--- src/rtl/tail_light_pkg.sv ---
// Shared types and lamp constants for the turn-signal / hazard controller.
package tail_light_pkg;

    typedef enum logic [2:0] {IDLE, L1, L2, L3, R1, R2, R3, HAZ} state_t;

    localparam logic [2:0] LAMP_OFF = 3'b000;
    localparam logic [2:0] LAMP_ALL = 3'b111;

    // Returns {li, ri} for a state; lamps fill from the innermost (bit0) outward.
    function automatic logic [5:0] lamp_decode(input state_t s);
        logic [5:0] lamps;
        lamps = {LAMP_OFF, LAMP_OFF};
        case (s)
            L1:      lamps = {3'b001, LAMP_OFF};
            L2:      lamps = {3'b011, LAMP_OFF};
            L3:      lamps = {LAMP_ALL, LAMP_OFF};
            R1:      lamps = {LAMP_OFF, 3'b001};
            R2:      lamps = {LAMP_OFF, 3'b011};
            R3:      lamps = {LAMP_OFF, LAMP_ALL};
            HAZ:     lamps = {LAMP_ALL, LAMP_ALL};
            default: lamps = {LAMP_OFF, LAMP_OFF};
        endcase
        return lamps;
    endfunction

endpackage

--- src/rtl/tail_light_tick.sv ---
// Step prescaler: free-running counter that pulses tick once every STEP_CYCLES clocks.
module tail_light_tick #(
    parameter int unsigned STEP_CYCLES = 1
) (
    input  logic clk,
    input  logic rst,
    output logic tick
);

    localparam int unsigned CntW = (STEP_CYCLES > 1) ? $clog2(STEP_CYCLES) : 1;
    localparam logic [CntW-1:0] CntLast = CntW'(STEP_CYCLES - 1);

    logic [CntW-1:0] cnt_q, cnt_d;

    always_comb begin
        tick  = (cnt_q == CntLast);
        cnt_d = tick ? '0 : cnt_q + 1'b1;
    end

    always_ff @(posedge clk or negedge rst) begin
        if (!rst) begin
            cnt_q <= '0;
        end else begin
            cnt_q <= cnt_d;
        end
    end

endmodule

--- src/rtl/tail_light.sv ---
// Turn-signal / hazard Moore FSM driving three lamps per side with registered outputs.
module tail_light
    import tail_light_pkg::*;
#(
    parameter int unsigned STEP_CYCLES = 1
) (
    input  logic       clk,
    input  logic       rst,
    input  logic       lt,
    input  logic       rt,
    input  logic       haz,
    output logic [2:0] li,
    output logic [2:0] ri
);

    state_t     state_q, state_d;
    logic [2:0] li_q, ri_q;
    logic       tick;

    tail_light_tick #(
        .STEP_CYCLES(STEP_CYCLES)
    ) u_tick (
        .clk (clk),
        .rst (rst),
        .tick(tick)
    );

    always_comb begin
        state_d = state_q;
        case (state_q)
            IDLE: if (tick) begin
                if (haz || (lt && rt)) state_d = HAZ;
                else if (lt)           state_d = L1;
                else if (rt)           state_d = R1;
            end
            L1:   if (tick) state_d = haz ? HAZ : L2;
            L2:   if (tick) state_d = haz ? HAZ : L3;
            L3:   if (tick) state_d = haz ? HAZ : IDLE;
            R1:   if (tick) state_d = haz ? HAZ : R2;
            R2:   if (tick) state_d = haz ? HAZ : R3;
            R3:   if (tick) state_d = haz ? HAZ : IDLE;
            HAZ:  if (tick) state_d = IDLE;
            // Corrupted encodings return to IDLE without waiting for a tick.
            default: state_d = IDLE;
        endcase
    end

    // Outputs are decoded from the next state so they change on the same edge as the state.
    always_ff @(posedge clk or negedge rst) begin
        if (!rst) begin
            state_q <= IDLE;
            li_q    <= LAMP_OFF;
            ri_q    <= LAMP_OFF;
        end else begin
            state_q      <= state_d;
            {li_q, ri_q} <= lamp_decode(state_d);
        end
    end

    assign li = li_q;
    assign ri = ri_q;

endmodule

--- config.mk ---
export PLATFORM = sky130hd
export DESIGN_NAME = tail_light
export DESIGN_NICKNAME = d
export VERILOG_FILES = /design/src/rtl/tail_light_pkg.sv /design/src/rtl/tail_light_tick.sv /design/src/rtl/tail_light.sv
export SDC_FILE = /design/constraint.sdc
export NUM_CORES = 1
export LEC_CHECK = 0
export CAP_MARGIN = 20
export CORE_AREA = 2 2 39 41
export DETAILED_ROUTE_END_ITERATION = 8
export DIE_AREA = 0 0 41 43
export PLACE_DENSITY_LB_ADDON = 0.15
export SYNTH_ARGS = -nofsm -noshare
export SYNTH_HDL_FRONTEND = slang
export SYNTH_SLANG_ARGS = --single-unit
--- constraint.sdc ---
create_clock -name clk -period 2.1 [get_ports clk]
set_clock_uncertainty 0.05 [all_clocks]
set_input_delay 0.63 -clock clk [delete_from_list [all_inputs] [get_ports clk]]
set_output_delay 0.63 -clock clk [all_outputs]
set_load 0.01 [all_outputs]
==> reports/results.ini, run 1 <==
[sta]
max_freq_ghz=0.560
fin_crit_sh=0.851
fin_hold_ws_ns=0.613
setup_viol=0
rsz0062_at_grt=no
fin_crit_ns=1.79
hold_violations=0
relSlewSlack=0.730
tightest_slew_ns=0.404
drv_slew=0
fin_setup_tns_ns=0

[cts]
cts_hold_buf=0
cts_buffer_depth=2
tritoncts=done
clockRootBuffer=clkbuf_4
insertion_delay_ns=0.26
post_cts_buffers=0
cts.repair.resized=0
cts_inserted_buffers=3
h-tree-depth=1
cts.sinks=9
clk_pin_slew_ns=0.06

[detailed_routing]
dr.pass1.iters=4
routed_wl_um=711
drc=0
first_iter_violations=6
antenna_left=0
vias=326
vias_per_cell=4.94
wire_per_inst_um=10.8

[synth]
synthCells=38
synth_cell_types=15
syn_area_per_cell_um2=10.6
synth_area_um2=402
ys_seq_area_frac=0.561
synth_seq_cells=9
synth_nets=43
yosys_warnings=0

[critical_path]
worst_setup_path_start_kind=flop
crit_path_end=ri[1]
critPathArrivalTime_ns=1.11
cp_max_fo=1
required_ns=1.42
reg2reg_depth=3
critPathBufInv=1
crit_slowest_cell=clkdlybuf4s50_1
crit_type=reg -> out
slowest_delay_ns=0.53
crit_cells=1
cp-startpoint=ri[1]
rr_endpoint=state_q[0]
critPathTopFamily=buffers and inverters
r2r_start=state_q[1]
crit_chain=clkdlybuf4s50_1
ff2ff_setup_slack_ns=0.82
end_kind=output pin

[die]
io_pins=11
core_area_um2=1380
dieArea_um2=1760
initial_core_util=0.290
fp.dieH_um=43
rows=14
die_w_um=41

[pwr]
p_per_area_nw_per_um2=1490
leakagePower_nw=0.207
peakVddDrop_mv=0.496

[global_route]
grt-ovfl-total=0
first_global_vias=265
grt_pass1_wl_um=1180
grt_max_degree=13
antenna_found_initial=0
grt_util_all_layers=0.110

[final_layout]
mostFrequentLayoutCells=clkdlybuf4s50_1 (10), dfrtp_1 (9), a21oi_1 (5), o21ai_1 (4), nor3_1 (4)
drive_above_1_share=0.120
nNetsFinal=56
syn_to_final_growth_pct=30.8
mostFrequentLayoutCell=clkdlybuf4s50_1
final_util=0.380
antennaDiodeCount=0
instances_no_fill=66

[placement]
portBuffers=10
place_inst=62
dp_hpwl_um=530
gp_congestion=0.891

[run]
drv_cap=0

[worst_hold_path]
holdCritPathClass=in -> async

[run_status]
status=finished, final reports clean

==> cell families (layout without fill, tap and decap cells) <==
| family | Yosys count | in the layout | share of synthesized area |
|---|---|---|---|
| DFF | 9 | 9 | 0.561 |
| buffers and inverters | 4 | 16 | 0.0748 |
| and+or+nand+nor | 11 | 11 | 0.140 |
| AOI/OAI and AO/OA | 14 | 14 | 0.224 |
==> cell type report <==
cell class | count | area (um2)
clock buffers | 4 | 26.3
fillers | 128 | 858
inverters | 2 | 7.51
multi-input cells | 25 | 146
flip-flops and latches | 9 | 225
well taps | 16 | 20.0
repair buffers | 10 | 100
==> stage by stage <==
stage / power [mW] / cell area, um2 / worst slack [ns]
3_5_place_dp: 0.657 / 499 / 0.209
3_3_place_gp: 0.656 / 499 / 0.222
6_report: 0.784 / 526 / 0.313
2_1_floorplan: 0.523 / 402 / 0.838
5_1_grt: 0.850 / 526 / 0.261
4_1_cts: 0.792 / 526 / 0.297
==> registers in the layout (all words and copies together), names as in the netlist <==
register  count
li            3
ri            3
state_q       3
==> per-layer routing <==
metal / vias up / GRT usage / part of all wire
met5: - / 0 / 0
li1: 168 / - / -
met1: 140 / 0.130 / 0.44
met4: 0 / 0.120 / 0.039
met2: 14 / 0.131 / 0.41
met3: 4 / 0.0471 / 0.098
==> worst min-delay path by stage <==
stage / from / end / slack (ns)
2_1_floorplan: rst / li[0] / 0.28
3_3_place_gp: state_q[2] / ri[1] / 0.61
3_5_place_dp: state_q[2] / ri[0] / 0.62
4_1_cts: rst / ri[2] / 0.62
5_1_grt: rst / ri[1] / 0.64
6_report: rst / ri[1] / 0.61
==> report_power, final <==
group	internal [mW]	switching, mW	total [mW]
registers	0.259	0.0761	0.335
logic	0.171	0.147	0.318
clock network	0.0731	0.0579	0.131
==> cells in the mapped netlist <==
| library cell | n | area (um2) |
|---|---|---|
| buf_6 | 2 | 22.5 |
| nor3_1 | 4 | 20.0 |
| a211oi_1 | 2 | 15.0 |
| nor4_1 | 1 | 6.26 |
| a2111oi_2 | 1 | 15.0 |
| a311oi_1 | 1 | 8.76 |
| nand2_2 | 2 | 12.5 |
| a21oi_1 | 5 | 25.0 |
| dfrtp_1 | 9 | 225 |
| or3_1 | 1 | 6.26 |
| o21ai_1 | 4 | 20.0 |
| a31oi_1 | 1 | 6.26 |
| nor2_1 | 2 | 7.51 |
| inv_1 | 2 | 7.51 |
| nand2_1 | 1 | 3.75 |
No activity file was read; power rests on OpenSTA's default activity.
==> run 2: changes to the inputs <==
- clock period: 2.1 -> 1.9 ns (I/O delays scaled with it)
==> results of run 2 <==
The final DEF is identical to that of run 1. Status: finished, final reports clean.
Main changes from that run: setup slack after placement 0.209 ns -> 0.0692 ns; setup slack after layout 0.313 ns -> 0.173 ns; hold slack 0.613 ns -> 0.553 ns; register-to-register setup slack 0.82 ns -> 0.62 ns; total power 0.784 mW -> 0.866 mW; worst IR drop on VDD 0.496 mV -> 0.548 mV
